[config.mk]
export PLATFORM = sky130hd
export DESIGN_NAME = instr_sequencer_flat
export DESIGN_NICKNAME = d
export VERILOG_FILES = /design/src/rtl/instr_sequencer_if.sv /design/src/rtl/instr_sequencer.sv /design/src/flat_wrapper.sv
export SDC_FILE = /design/constraint.sdc
export NUM_CORES = 1
export LEC_CHECK = 0
export CORE_ASPECT_RATIO = 1.1
export CORE_MARGIN = 2
export CORE_UTILIZATION = 47
export CTS_CLUSTER_DIAMETER = 200
export CTS_CLUSTER_SIZE = 24
export DETAILED_ROUTE_END_ITERATION = 10
export PLACE_DENSITY_LB_ADDON = 0.2
export SYNTH_ARGS = -nofsm -noshare
export SYNTH_HDL_FRONTEND = slang
export SYNTH_SLANG_ARGS = --single-unit
export TNS_END_PERCENT = 100
[constraint.sdc]
create_clock -name clk -period 2.3 [get_ports clk]
set_input_delay 0.46 -clock clk [delete_from_list [all_inputs] [get_ports clk]]
set_output_delay 0.46 -clock clk [all_outputs]
set_load 0.005 [all_outputs]
[src/rtl/instr_sequencer_if.sv]
// Control/status bundle between the system controller and instr_sequencer.
// The step signal exists only when SINGLE_STEP_EN is defined.
interface instr_sequencer_if #(
  parameter int ADDR_W = 8,
  parameter int CNT_W  = 8
);
  // Handshake: start/halt are level samples taken on rising clk; a start is
  // accepted only while the sequencer is idle and halt is low (halt wins).
  // done, err and issue_stb are single-cycle pulses; all outputs are registered.
  logic              start;
  logic [ADDR_W-1:0] start_addr;
  logic [ADDR_W-1:0] end_addr;
  logic              halt;
`ifdef SINGLE_STEP_EN
  logic              step;
`endif
  logic [ADDR_W-1:0] cur_add;
  logic              instr_valid;
  logic              issue_stb;
  logic              busy;
  logic              done;
  logic              err;
  logic [CNT_W-1:0]  issued_cnt;

  modport master (
    output start, start_addr, end_addr, halt,
`ifdef SINGLE_STEP_EN
    output step,
`endif
    input  cur_add, instr_valid, issue_stb, busy, done, err, issued_cnt
  );

  modport slave (
    input  start, start_addr, end_addr, halt,
`ifdef SINGLE_STEP_EN
    input  step,
`endif
    output cur_add, instr_valid, issue_stb, busy, done, err, issued_cnt
  );
endinterface

[src/rtl/instr_sequencer.sv]
// Steps cur_add through [start_addr, end_addr], holding each address HOLD_CYC cycles.
// Optional SINGLE_STEP_EN adds a WAIT state that needs a step pulse between addresses.
module instr_sequencer #(
  parameter int ADDR_W   = 8,
  parameter int HOLD_CYC = 5,
  parameter int CNT_W    = 8
) (
  input  logic             clk,
  input  logic             rst,
  instr_sequencer_if.slave bus,
  output logic [1:0]       dbg_state
);

  typedef enum logic [1:0] {
    S_IDLE = 2'd0,
    S_EXEC = 2'd1,
    S_DONE = 2'd2
`ifdef SINGLE_STEP_EN
    , S_WAIT = 2'd3
`endif
  } state_t;

  localparam logic [7:0]       HOLD_LAST = 8'(HOLD_CYC - 1);
  localparam logic [CNT_W-1:0] CNT_MAX   = '1;

  state_t            state_q, state_d;
  logic [ADDR_W-1:0] cur_q, cur_d;
  logic [ADDR_W-1:0] end_q, end_d;
  logic [7:0]        hold_q, hold_d;
  logic [CNT_W-1:0]  cnt_q, cnt_d;
  logic              valid_q, valid_d;
  logic              stb_q, stb_d;
  logic              busy_q, busy_d;
  logic              done_q, done_d;
  logic              err_q, err_d;

  logic [ADDR_W-1:0] cur_inc;
  logic [CNT_W-1:0]  cnt_inc;

  assign cur_inc = cur_q + ADDR_W'(1);
  assign cnt_inc = (cnt_q == CNT_MAX) ? cnt_q : cnt_q + CNT_W'(1);

  always_ff @(posedge clk or negedge rst) begin
    if (!rst) begin
      state_q <= S_IDLE;
      cur_q   <= '0;
      end_q   <= '0;
      hold_q  <= '0;
      cnt_q   <= '0;
      valid_q <= 1'b0;
      stb_q   <= 1'b0;
      busy_q  <= 1'b0;
      done_q  <= 1'b0;
      err_q   <= 1'b0;
    end else begin
      state_q <= state_d;
      cur_q   <= cur_d;
      end_q   <= end_d;
      hold_q  <= hold_d;
      cnt_q   <= cnt_d;
      valid_q <= valid_d;
      stb_q   <= stb_d;
      busy_q  <= busy_d;
      done_q  <= done_d;
      err_q   <= err_d;
    end
  end

  always_comb begin
    state_d = state_q;
    cur_d   = cur_q;
    end_d   = end_q;
    hold_d  = hold_q;
    cnt_d   = cnt_q;
    valid_d = valid_q;
    busy_d  = busy_q;
    stb_d   = 1'b0;
    done_d  = 1'b0;
    err_d   = 1'b0;

    case (state_q)
      S_IDLE: begin
        if (bus.start && !bus.halt) begin
          if (bus.start_addr <= bus.end_addr) begin
            state_d = S_EXEC;
            cur_d   = bus.start_addr;
            end_d   = bus.end_addr;
            hold_d  = '0;
            cnt_d   = CNT_W'(1);
            stb_d   = 1'b1;
            valid_d = 1'b1;
            busy_d  = 1'b1;
          end else begin
            err_d = 1'b1;
          end
        end
      end

      S_EXEC: begin
        if (bus.halt) begin
          state_d = S_IDLE;
          hold_d  = '0;
          valid_d = 1'b0;
          busy_d  = 1'b0;
        end else if (hold_q == HOLD_LAST) begin
          hold_d = '0;
          if (cur_q == end_q) begin
            state_d = S_DONE;
            valid_d = 1'b0;
            busy_d  = 1'b0;
            done_d  = 1'b1;
          end else begin
`ifdef SINGLE_STEP_EN
            // Park on the finished address until the controller steps.
            state_d = S_WAIT;
            valid_d = 1'b0;
`else
            cur_d = cur_inc;
            cnt_d = cnt_inc;
            stb_d = 1'b1;
`endif
          end
        end else begin
          hold_d = hold_q + 8'd1;
        end
      end

      S_DONE: begin
        state_d = S_IDLE;
      end

`ifdef SINGLE_STEP_EN
      S_WAIT: begin
        if (bus.halt) begin
          state_d = S_IDLE;
          busy_d  = 1'b0;
        end else if (bus.step) begin
          state_d = S_EXEC;
          cur_d   = cur_inc;
          cnt_d   = cnt_inc;
          hold_d  = '0;
          stb_d   = 1'b1;
          valid_d = 1'b1;
        end
      end
`endif

      default: begin
        state_d = S_IDLE;
        valid_d = 1'b0;
        busy_d  = 1'b0;
      end
    endcase
  end

  assign bus.cur_add     = cur_q;
  assign bus.instr_valid = valid_q;
  assign bus.issue_stb   = stb_q;
  assign bus.busy        = busy_q;
  assign bus.done        = done_q;
  assign bus.err         = err_q;
  assign bus.issued_cnt  = cnt_q;
  assign dbg_state       = state_q;

endmodule

[src/flat_wrapper.sv]
// flat-port wrapper written by rule: the top's interface ports become plain ports
module instr_sequencer_flat 
#(
  parameter int ADDR_W   = 8,
  parameter int HOLD_CYC = 5,
  parameter int CNT_W    = 8
)
  (clk, rst, dbg_state, bus_start, bus_start_addr, bus_end_addr, bus_halt, bus_cur_add, bus_instr_valid, bus_issue_stb, bus_busy, bus_done, bus_err, bus_issued_cnt);
  instr_sequencer_if #(.ADDR_W(ADDR_W), .CNT_W(CNT_W)) bus_i ();
  input  logic clk;
  input  logic rst;
  output logic [1:0] dbg_state;
  input wire logic [$bits(bus_i.start)-1:0] bus_start;
  input wire logic [$bits(bus_i.start_addr)-1:0] bus_start_addr;
  input wire logic [$bits(bus_i.end_addr)-1:0] bus_end_addr;
  input wire logic [$bits(bus_i.halt)-1:0] bus_halt;
  output wire logic [$bits(bus_i.cur_add)-1:0] bus_cur_add;
  output wire logic [$bits(bus_i.instr_valid)-1:0] bus_instr_valid;
  output wire logic [$bits(bus_i.issue_stb)-1:0] bus_issue_stb;
  output wire logic [$bits(bus_i.busy)-1:0] bus_busy;
  output wire logic [$bits(bus_i.done)-1:0] bus_done;
  output wire logic [$bits(bus_i.err)-1:0] bus_err;
  output wire logic [$bits(bus_i.issued_cnt)-1:0] bus_issued_cnt;
  assign bus_i.start = bus_start;
  assign bus_i.start_addr = bus_start_addr;
  assign bus_i.end_addr = bus_end_addr;
  assign bus_i.halt = bus_halt;
  assign bus_cur_add = bus_i.cur_add;
  assign bus_instr_valid = bus_i.instr_valid;
  assign bus_issue_stb = bus_i.issue_stb;
  assign bus_busy = bus_i.busy;
  assign bus_done = bus_i.done;
  assign bus_err = bus_i.err;
  assign bus_issued_cnt = bus_i.issued_cnt;
  instr_sequencer #(.ADDR_W(ADDR_W), .HOLD_CYC(HOLD_CYC), .CNT_W(CNT_W)) u_core (.clk(clk), .rst(rst), .bus(bus_i), .dbg_state(dbg_state));
endmodule
# ---- Yosys cells after proc, flatten, opt, wreduce, memory -nomap -nowiden
# Cells that the tools add are included.
# W data, S select, Z words.
dict set report word_totals {
  word_cells 80
  output_inout_bits 23
  register_bits 38
}
dict set report op_classes {
  mux 43
  magnitude_cmp 1
  n_addsub 3
  bitwise_logic 1
  n_reduce_logical 10
  eq_ne 13
}
# operator n
set ops {}
lappend ops {{$mux W8} 15}
lappend ops {{$pmux W8 S2} 3}
lappend ops {{$add A8 B1 Y8 const B} 3}
lappend ops {{$mux W1} 17}
lappend ops {{$mux W2} 5}
lappend ops {{$eq A8 B3 Y1 const B} 1}
lappend ops {{$eq A8 B8 Y1} 1}
lappend ops {{$eq A8 B8 Y1 const B} 1}
lappend ops {{$le A8 B8 Y1} 1}
lappend ops {{$reduce_and A7 Y1} 1}
lappend ops {{$ne A2 B1 Y1 const B} 3}
lappend ops {{$ne A2 B2 Y1 const B} 3}
lappend ops {{$ne A3 B2 Y1 const B} 2}
lappend ops {{$reduce_and A3 Y1} 2}
lappend ops {{$reduce_and A6 Y1} 1}
lappend ops {{$reduce_and A5 Y1} 1}
lappend ops {{$pmux W2 S2} 1}
lappend ops {{$reduce_and A4 Y1} 1}
lappend ops {{$pmux W1 S3} 1}
lappend ops {{$eq A2 B1 Y1 const B} 1}
lappend ops {{$eq A2 B2 Y1 const B} 1}
lappend ops {{$logic_not A2 Y1} 1}
lappend ops {{$pmux W1 S2} 1}
lappend ops {{$reduce_bool A2 Y1} 1}
lappend ops {{other kinds (3)} 3}

# ---- Logic depth before layout (Yosys ltp)
# Gate-level depths: netlist of run 1.
dict set report logic_depth {
  depth_word 6
  depth_mapped 9
}

# ---- Worst setup path before layout of run 1
# OpenSTA, ideal clock, no wires.
dict set report synth_path {
  path_kind {reg2reg}
  startpoint {reg u_core.hold_q[4]}
  endpoint {reg u_core.cur_q[0], in the netlist u_core.bus.cur_add[0]}
  arrival_ps 2312
  path_slack_ps -138
  period_less_slack_ps 2438
  path_stages_with_launch 8
  required_ps 2174
  setup_time_ps 126
  cell_sequence {dfrtp_1 or4_4 or4_4 a21o_1 buf_6 o31a_1 buf_6 a221o_1}
}
dict set report synth_between {
  elab_chain_len 3
}
# element line
set synth_lines {}
lappend synth_lines {{start, declared} instr_sequencer.sv:29} ;# logic [7:0] hold_q, hold_d;
lappend synth_lines {{start signal, assigned} instr_sequencer.sv:59} ;# hold_q <= hold_d;
lappend synth_lines {{$eq A8 B3 Y1} instr_sequencer.sv:105} ;# end else if (hold_q == HOLD_LAST) begin
lappend synth_lines {{$ne A2 B1 Y1 (no line)} -}
lappend synth_lines {{$reduce_and A6 Y1 (no line)} -}
lappend synth_lines {{end signal, assigned} instr_sequencer.sv:57} ;# cur_q <= cur_d;
lappend synth_lines {{end, declared} instr_sequencer.sv:27} ;# logic [ADDR_W-1:0] cur_q, cur_d;
# No other way between the ends.
# A chain may end at the register's enable or synchronous reset.

# ---- Worst setup path after layout of run 1
dict set report layout_path {
  startpoint {reg u_core.hold_q[4]}
  endpoint {reg u_core.cnt_q[2], in the netlist u_core.bus.issued_cnt[2]}
}
dict set report layout_between {
  elab_chain_len 3
}
# element line
set layout_lines {}
lappend layout_lines {{$eq A8 B3 Y1} instr_sequencer.sv:105}
lappend layout_lines {{$ne A2 B1 Y1 (no line)} -}
lappend layout_lines {{$reduce_and A7 Y1 (no line)} -}
lappend layout_lines {{end signal, assigned} instr_sequencer.sv:60} ;# cnt_q <= cnt_d;
lappend layout_lines {{end, declared} instr_sequencer.sv:30} ;# logic [CNT_W-1:0] cnt_q, cnt_d;
# No other way between the ends.

==> Flow_metrics.wiki, run 1 <==
{| class="wikitable"
! Metric !! Value
|-
| Final Max Tran Viols || 0
|-
| Critical path peak fanout || 4
|-
| Period utilization || 101%
|-
| Number of failing hold endpoints at the final stage || 0
|-
| Worst reg2reg path startpoint || u_core.hold_q[4]$_DFFE_PN0P_
|-
| Drt wl/cell || 16.0 um
|-
| Number of register bits inferred by synthesis || 38
|-
| Summed instance area of the synthesized netlist || 0.00222 sq mm
|-
| Number of standard cells after synthesis || 226
|-
| Combinational fraction of design power || 39.8%
|-
| Adder-Cell Fraction of Synth Area || 6.76%
|-
| Post-layout worst setup margin || -0.0195 ns
|-
| Final number of setup-violating endpoints || 1
|-
| Net switching power of the design || 867 uW
|-
| Status || complete, but fails checks
|-
| Wire length of the first global-routing pass || 9.23 mm
|-
| Number of standard-cell rows in the floorplan || 26
|-
| Register area || 951 sq um
|-
| Area delta synth->final || 45.7%
|-
| HPWL reported at the end of detailed placement || 3.99 mm
|-
| Post-route antenna net violation count || 0
|-
| Overall die area || 0.00529 sq mm
|-
| Ys async rst share || 100%
|-
| Master cell of the clock root buffer || clkbuf_8
|-
| Post-Syn Area per Cell || 9.83 sq um
|-
| Depth of the CTS H-tree || 2
|-
| Most common cell type on the critical path || or4_4
|-
| Clock tree from TritonCTS || yes
|-
| Area occupied by multi-input gates || 0.00133 sq mm
|-
| Synth Area in Compound Gates || 19.9%
|-
| Vias || 2114
|-
| Via/cell ratio || 5.81
|-
| Count of max-cap constraint violations || 0
|-
| Area fraction of the dominant cell type after synthesis || 42.8%
|-
| First drt pass iteration count || 4
|-
| Start-to-end type of the worst setup path || reg2reg
|-
| Critical Path Sink Type || flip-flop
|-
| Highest clock rate || 431 MHz
|-
| Minimum period implied by the final worst setup slack || 2.32 ns
|-
| Placed Area || 0.00291 sq mm
|-
| Switching fraction of total power || 35.3%
|-
| Total length of routed wires || 5.84 mm
|-
| Share of power burned in the clock network || 19.7%
|-
| Layout cells sized above 1 || 26.9%
|-
| Source-to-sink clock delay at the later pin of the worst-skew pair || 0.30 ns
|-
| Total overflow reported by the global router || 0
|-
| Critical path startpoint category || flip-flop
|-
| Share of synthesized area spent on multiplexers || 5.46%
|-
| Portion of total power attributed to sequential cells || 40.5%
|-
| Sum of buffers and inverters on the critical path || 0
|-
| Most common flop cell mapped by yosys || dfrtp_1
|-
| Sequential fraction of the synthesis area || 42.8%
|-
| Area leader, netlist || dfrtp_1
|-
| Power consumption || 2450 uW
|-
| Leading post-synthesis cells by instance count || dfrtp_1, nand2_1, a21oi_1
|-
| Maximum count of clock buffers along a single path || 2
|-
| Largest net degree at the start of global routing || 39
|-
| DRC viols || 0
|-
| Antenna diode count || 0
|-
| Peak VDD IR || 0.486 mV
|-
| GPL Wtd Cong || 0.879
|-
| Required time of the critical path || 2.49 ns
|-
| Final design area excluding fillers || 0.00324 sq mm
|-
| Crit-path leading delay family || simple AND/OR/NAND/NOR gates
|-
| Most common cell in the netlist || dfrtp_1
|-
| Number of inserted filler cells in the final layout || 331
|-
| Die boundary height || 76.1 um
|-
| Cell total after placement || 348
|-
| Arrival time reported for the critical path endpoint || 2.51 ns
|-
| Hold Path Class || in2async
|-
| Antenna violations before repair || 0
|-
| Layout net count || 339
|-
| Final worst clock skew || 0.0130 ns
|-
| Endpoint of the worst register-to-register path || u_core.bus.issued_cnt[2]$_DFFE_PN0P_
|-
| Rel. slew slack || 44.0%
|-
| Simple-gate share of the synthesized area || 17.2%
|-
| Slew of the pin with the lowest slew margin || 0.840 ns
|-
| Count of flip-flops with a built-in enable after synthesis || 0
|-
| Core region area || 0.00459 sq mm
|-
| Unrepaired setup endpoints after global routing || yes
|-
| Combined global-route utilization of all metal layers || 22.0%
|-
| P_leak || 0.00147 uW
|-
| Post-CTS clock slew at the launch and capture registers of the worst setup and hold paths || 0.08 ns
|-
| Internal power || 1590 uW
|-
| Most area-consuming cells after synthesis || dfrtp_1, ha_1, mux2_2, a21oi_1, nand2_1
|-
| Clock sink total || 38
|-
| Final cell count without fillers || 364
|-
| Initial core utilization || 48.4%
|-
| Dominant combinational cell family by area after synthesis || compound AO/OA/AOI/OAI gates
|-
| R2R setup slack || -0.02 ns
|-
| I/O Pins || 43
|-
| Number of distinct library cells after synthesis || 46
|-
| Iteration-0 DRC Markers || 103
|-
| Total power divided by cell area || 758 mW/mm^2
|-
| Die Wd || 69.6 um
|-
| Parity-gate share of the synthesized area counting xor and xnor cells || 3.55%
|-
| Syn nets || 258
|-
| Inserted Clock Buffers || 5
|-
| Slowest Stage Delay on Critical Path || 0.54 ns
|-
| Count of synthesis-stage warnings from yosys || 0
|-
| Via count of the first global-routing pass || 1975
|-
| Violated checks || setup timing
|-
| Input/output buffers || 42
|-
| Worst-case reg-to-reg path depth || 5
|-
| Slowest CP cell || or4_4
|-
| CP cell instances || or4_4, or4_4, a211o_1, o31a_1, a221o_1
|}
==> metal layers <==
layer / GRT usage (%) / wire length [um] / up-vias
li1: - / - / 1013
met1: 27.6 / 2510 / 1017
met2: 36.7 / 2900 / 70
met3: 4.89 / 288 / 14
met4: 8.82 / 135 / 0
met5: 0 / 0 / -
==> layout make-up <==
type,instances,share of cell area [%]
flip-flops and latches,38,29.4
well taps,56,2.16
inverters,12,1.39
clock inverters,2,0.387
clock buffers,6,2.55
repair buffers,83,23.0
multi-input cells,167,41.2
==> what timing repair did <==
action	in CTS	in global routing
pin swaps	10	11
gates cloned	1	0
setup buffers	2	5
endpoints found under the hold margin	0	0
hold buffers	0	0
resized for setup	27	19
endpoints found under the setup margin	17	22
==> stage by stage <==
step	worst slack, ns	hold slack [ns]	setup TNS (ns)	util [%]
floorplan	-0.138	0.164	-0.213	-
global placement	-0.359	0.484	-8.86	63.4
detailed placement	-0.418	0.485	-9.77	63.4
CTS	-0.00688	0.281	-0.00688	68.1
global route	-0.0706	0.320	-0.307	70.6
finish	-0.0195	0.253	-0.0195	70.6
==> kinds of logic after synthesis <==
group | after synthesis
flops | 38
buf+inv | 21
simple gates | 73
compound gates | 62
mux | 11
xor+xnor | 9
fa+ha+maj | 12
==> worst register-to-register path: stages, from the launching register on <==
cell     delay (ns)
dfrtp_1        0.40
or4_4          0.54
or4_4          0.53
a211o_1        0.29
o31a_1         0.14
a221o_1        0.32
==> flip-flops by register name, summed over array words and instances (netlist names) <==
name                    flops
u_core.bus.issue_stb        1
u_core.bus.err              1
u_core.end_q                8
u_core.hold_q               8
u_core.bus.done             1
u_core.bus.cur_add          8
u_core.dbg_state            2
u_core.bus.issued_cnt       8
u_core.bus.instr_valid      1
==> cells in the final DEF, fill, tap and decap left out, drive strengths merged, types with 6 or more instances in the layout <==
cell	count
nand2	20
inv	12
nand3	10
ha	12
a21oi	15
mux2	9
dfrtp	38
a31oi	8
dlygate4sd2	6
clkbuf	6
nor2	10
clkdlybuf4s50	30
buf	42
xor2	8
==> worst max-delay path by stage <==
| stage | start | slack (ns) | endpoint | cells after the start |
|---|---|---|---|---|
| 5_1_grt | bus_end_addr[2] | -0.07 | u_core.bus.issued_cnt[2]$_DFFE_PN0P_ | 9 |
| 4_1_cts | u_core.hold_q[4]$_DFFE_PN0P_ | -0.007 | u_core.bus.cur_add[0]$_DFFE_PN0P_ | 5 |
| 3_3_place_gp | bus_end_addr[1] | -0.36 | u_core.bus.issued_cnt[2]$_DFFE_PN0P_ | 9 |
| 6_report | u_core.hold_q[4]$_DFFE_PN0P_ | -0.02 | u_core.bus.issued_cnt[2]$_DFFE_PN0P_ | 5 |
| 3_5_place_dp | bus_end_addr[7] | -0.42 | u_core.bus.issued_cnt[2]$_DFFE_PN0P_ | 9 |
| 2_1_floorplan | u_core.hold_q[4]$_DFFE_PN0P_ | -0.14 | u_core.bus.cur_add[0]$_DFFE_PN0P_ | 7 |
==> power by group through the flow <==
stage / Clock (uW) / Sequential [uW] / Combinational [uW]
4_1_cts: 494 / 989 / 912
6_report: 483 / 993 / 977
3_5_place_dp: 0 / 1000 / 865
2_1_floorplan: 0 / 968 / 461
3_3_place_gp: 0 / 996 / 844
5_1_grt: 525 / 1010 / 1070
Power figures use the tool's default switching activity.
==> run 2: changes to the inputs <==
--- a/config.mk
+++ b/config.mk
@@ -5,6 +5,7 @@
 export SDC_FILE = /design/constraint.sdc
 export NUM_CORES = 1
 export LEC_CHECK = 0
+export ABC_CLOCK_PERIOD_IN_PS = 1900
 export CORE_ASPECT_RATIO = 1.1
 export CORE_MARGIN = 2
 export CORE_UTILIZATION = 47
@@ -12,6 +13,7 @@
 export CTS_CLUSTER_SIZE = 24
 export DETAILED_ROUTE_END_ITERATION = 10
 export PLACE_DENSITY_LB_ADDON = 0.2
+export REMOVE_ABC_BUFFERS = 1
 export SYNTH_ARGS = -nofsm -noshare
 export SYNTH_HDL_FRONTEND = slang
 export SYNTH_SLANG_ARGS = --single-unit
==> constraint.sdc (replaced) <==
create_clock -name clk -period 1.9 [get_ports clk]
set_input_delay 0.38 -clock clk [delete_from_list [all_inputs] [get_ports clk]]
set_output_delay 0.38 -clock clk [all_outputs]
set_load 0.005 [all_outputs]
==> run 2 against run 1 <==
Compared with the run above: the run still ends with setup timing left; flip-flop and latch count is the same; clock skew shrank 0.0056 ns; total power rose by 35%; via count up 6.0%; hold slack got worse by 0.13 ns; final area grew 9.7%; sequential share of layout area down 2.6 points; first-iteration DRC count increased by 59%; critical endpoint unchanged; largest power group is now combinational logic.
==> Flow_metrics.wiki, run 2 (synthesized netlist as in run 1, its figures left out) <==
{| class="wikitable"
! Metric !! Value
|-
| Status || complete, but fails checks
|-
| Violated checks || setup timing
|-
| Area occupied by multi-input gates || 0.00144 sq mm (+8.2%)
|-
| Antenna diode count || 0 (unchanged)
|-
| Iteration-0 DRC Markers || 164 (+59%)
|-
| Count of max-cap constraint violations || 0 (unchanged)
|-
| Most common library cell in the layout ignoring fill and taps || buf_4
|-
| Critical Path Sink Type || flip-flop
|-
| Post-layout worst setup margin || -0.467 ns (-0.447 ns)
|-
| Final Max Tran Viols || 0 (unchanged)
|-
| Post-route antenna net violation count || 0 (unchanged)
|-
| Worst-case reg-to-reg path depth || 5 (unchanged)
|-
| Highest clock rate || 423 MHz (-2.0%)
|-
| Critical path startpoint category || flip-flop
|-
| Area delta synth->final || 59.8%
|-
| Via/cell ratio || 5.74 (-1.1%)
|-
| Input/output buffers || 42 (unchanged)
|-
| Minimum hold slack || 0.125 ns (-0.128 ns)
|-
| Worst Setup SP || u_core.hold_q[5]$_DFFE_PN0P_
|-
| Number of inserted filler cells in the final layout || 286 (-14%)
|-
| Rel. slew slack || 67.8% (+24 points)
|-
| Peak VDD IR || 0.696 mV (+43%)
|-
| Period utilization || 125% (+24 points)
|-
| Endpoint of the worst setup timing path || u_core.bus.issued_cnt[2]$_DFFE_PN0P_
|-
| CP cell instances || or4_4, or4_4, a211o_1, o31a_1, a221o_1
|-
| GPL Wtd Cong || 0.823 (-6.4%)
|-
| Antenna violations before repair || 0 (unchanged)
|-
| Core region area || 0.00459 sq mm (unchanged)
|-
| Largest net degree at the start of global routing || 39 (unchanged)
|-
| Clock sink total || 38 (unchanged)
|-
| Total power divided by cell area || 934 mW/mm^2 (+23%)
|-
| Die boundary height || 76.1 um (unchanged)
|-
| Hold Path Class || in2async
|-
| Die Wd || 69.6 um (unchanged)
|-
| Total length of routed wires || 6.61 mm (+13%)
|-
| Number of buffers inserted by hold repair at cts || 0 (unchanged)
|-
| Clock tree from TritonCTS || yes
|-
| Master cell of the clock root buffer || clkbuf_8
|-
| Drt wl/cell || 16.9 um (+5.6%)
|-
| Aggregate negative setup slack || -6.27 ns (-6.25 ns)
|-
| Initial core utilization || 48.4% (unchanged)
|-
| Required time of the critical path || 2.09 ns (-0.40 ns)
|-
| Unrepaired setup endpoints after global routing || yes
|-
| Depth of the CTS H-tree || 2 (unchanged)
|-
| Number of standard-cell rows in the floorplan || 26 (unchanged)
|-
| Arrival time reported for the critical path endpoint || 2.56 ns (+0.05 ns)
|-
| Worst reg2reg path startpoint || u_core.hold_q[5]$_DFFE_PN0P_
|-
| Most common cell type on the critical path || or4_4
|-
| Critical path peak fanout || 4 (unchanged)
|-
| Wire length of the first global-routing pass || 10.8 mm (+17%)
|-
| DRC viols || 0 (unchanged)
|-
| I/O Pins || 43 (unchanged)
|-
| Number of failing hold endpoints at the final stage || 0 (unchanged)
|-
| Power consumption || 3320 uW (+35%)
|-
| Source-to-sink clock delay at the later pin of the worst-skew pair || 0.30 ns (about the same)
|-
| Start-to-end type of the worst setup path || reg2reg
|-
| Layout cells sized above 1 || 41.0% (+14 points)
|-
| Slowest CP cell || or4_4
|-
| Final cell count without fillers || 390 (+7.1%)
|-
| Combined global-route utilization of all metal layers || 25.5% (+3.4 points)
|-
| Slowest Stage Delay on Critical Path || 0.53 ns (about the same)
|-
| Overall die area || 0.00529 sq mm (unchanged)
|-
| Leading cell types in the layout, fill and taps excluded || buf_4, dfrtp_1, clkdlybuf4s50_1
|-
| Total overflow reported by the global router || 0 (unchanged)
|-
| Via count of the first global-routing pass || 2324 (+18%)
|-
| Endpoint of the worst register-to-register path || u_core.bus.issued_cnt[2]$_DFFE_PN0P_
|-
| Minimum period implied by the final worst setup slack || 2.37 ns (+0.0470 ns)
|-
| Final number of setup-violating endpoints || 23 (+22)
|-
| R2R setup slack || -0.47 ns (-0.45 ns)
|-
| First drt pass iteration count || 4 (unchanged)
|-
| Maximum count of clock buffers along a single path || 2 (unchanged)
|-
| Vias || 2240 (+6.0%)
|-
| P_leak || 0.00160 uW (+8.3%)
|-
| Post-CTS clock slew at the launch and capture registers of the worst setup and hold paths || 0.08 ns (about the same)
|-
| Cell total after placement || 375 (+7.8%)
|-
| Final worst clock skew || 0.00741 ns (-0.00561 ns)
|-
| Register area || 951 sq um (unchanged)
|-
| Slew of the pin with the lowest slew margin || 0.484 ns (-0.356 ns)
|-
| Layout net count || 365 (+7.7%)
|-
| HPWL reported at the end of detailed placement || 4.14 mm (+3.8%)
|-
| Inserted Clock Buffers || 5 (unchanged)
|}
run 2: cell types whose count changed in the layout (fill, tap and decap cells not counted), sizes merged:
cell and delta:
bufinv +1, clkdlybuf4s50 -6, buf +39, clkbuf +1, clkinv -1, clkdlybuf4s15 +3
clkinvlp -1, dlygate4sd2 -6, dlymetal6s2s -4
run 2: through the flow:
| step | util, % | area [sq um] | setup WS (ns) |
|---|---|---|---|
| 5_1_grt | 77.4 | 3550 | -0.541 |
| 6_report | 77.4 | 3550 | -0.467 |
| 3_3_place_gp | 67.7 | 3110 | -0.700 |
| 4_1_cts | 74.9 | 3430 | -0.438 |
| 3_5_place_dp | 67.7 | 3110 | -0.741 |
| 2_1_floorplan | - | 2170 | -0.618 |
run 2: area by class of cell:
cell class / count / area share, %
tap: 56 / 1.97
clock inverter: 1 / 0.846
inverter: 12 / 1.34
sequential: 38 / 26.8
clock buffer: 7 / 2.15
timing repair buffer: 109 / 26.3
multi-input combinational: 167 / 40.6
run 2: where the power goes:
part | total (uW) | internal (uW) | switching [uW]
clock | 693 | 393 | 300
sequential | 1110 | 983 | 122
combinational | 1520 | 815 | 702
total | 3320 | 2190 | 1120
run 2: what timing repair did:
action / 4_1_cts / 5_1_grt
buffers inserted: 5 / 2
cloned: 1 / 0
endpoints found under the setup margin: 36 / 29
gates resized for setup: 100 / 25
pin swaps: 22 / 12
run 2: worst min-delay path by stage:
| stage | end | slack [ns] | cells past startpoint |
|---|---|---|---|
| 6_report | u_core.end_q[1]$_DFFE_PN0P_ | 0.12 | 2 |
| 2_1_floorplan | u_core.bus.cur_add[0]$_DFFE_PN0P_ | 0.08 | 0 |
| 3_5_place_dp | u_core.end_q[2]$_DFFE_PN0P_ | 0.46 | 2 |
| 3_3_place_gp | u_core.end_q[2]$_DFFE_PN0P_ | 0.46 | 2 |
| 4_1_cts | u_core.bus.issued_cnt[7]$_DFFE_PN0P_ | 0.15 | 2 |
| 5_1_grt | u_core.end_q[3]$_DFFE_PN0P_ | 0.16 | 2 |
run 2: routing by layer:
metal	track usage, %	wire length, um
met3	5.69	269
met1	30.6	2730
met4	10.2	212
met5	0	0
met2	43.9	3390
run 2: worst max-delay path, delay by kind of cell, from the launching register on:
| family | cells | cell delay (ns) |
|---|---|---|
| flops | 1 | 0.40 |
| simple gates | 2 | 1.05 |
| compound gates | 3 | 0.81 |
==> run 3: changes to the inputs <==
--- a/config.mk
+++ b/config.mk
@@ -5,7 +5,6 @@
 export SDC_FILE = /design/constraint.sdc
 export NUM_CORES = 1
 export LEC_CHECK = 0
-export ABC_CLOCK_PERIOD_IN_PS = 1900
 export CORE_ASPECT_RATIO = 1.1
 export CORE_MARGIN = 2
 export CORE_UTILIZATION = 47
==> results of run 3 <==
No change in the layout: final DEF, timing and power equal those of run 2.
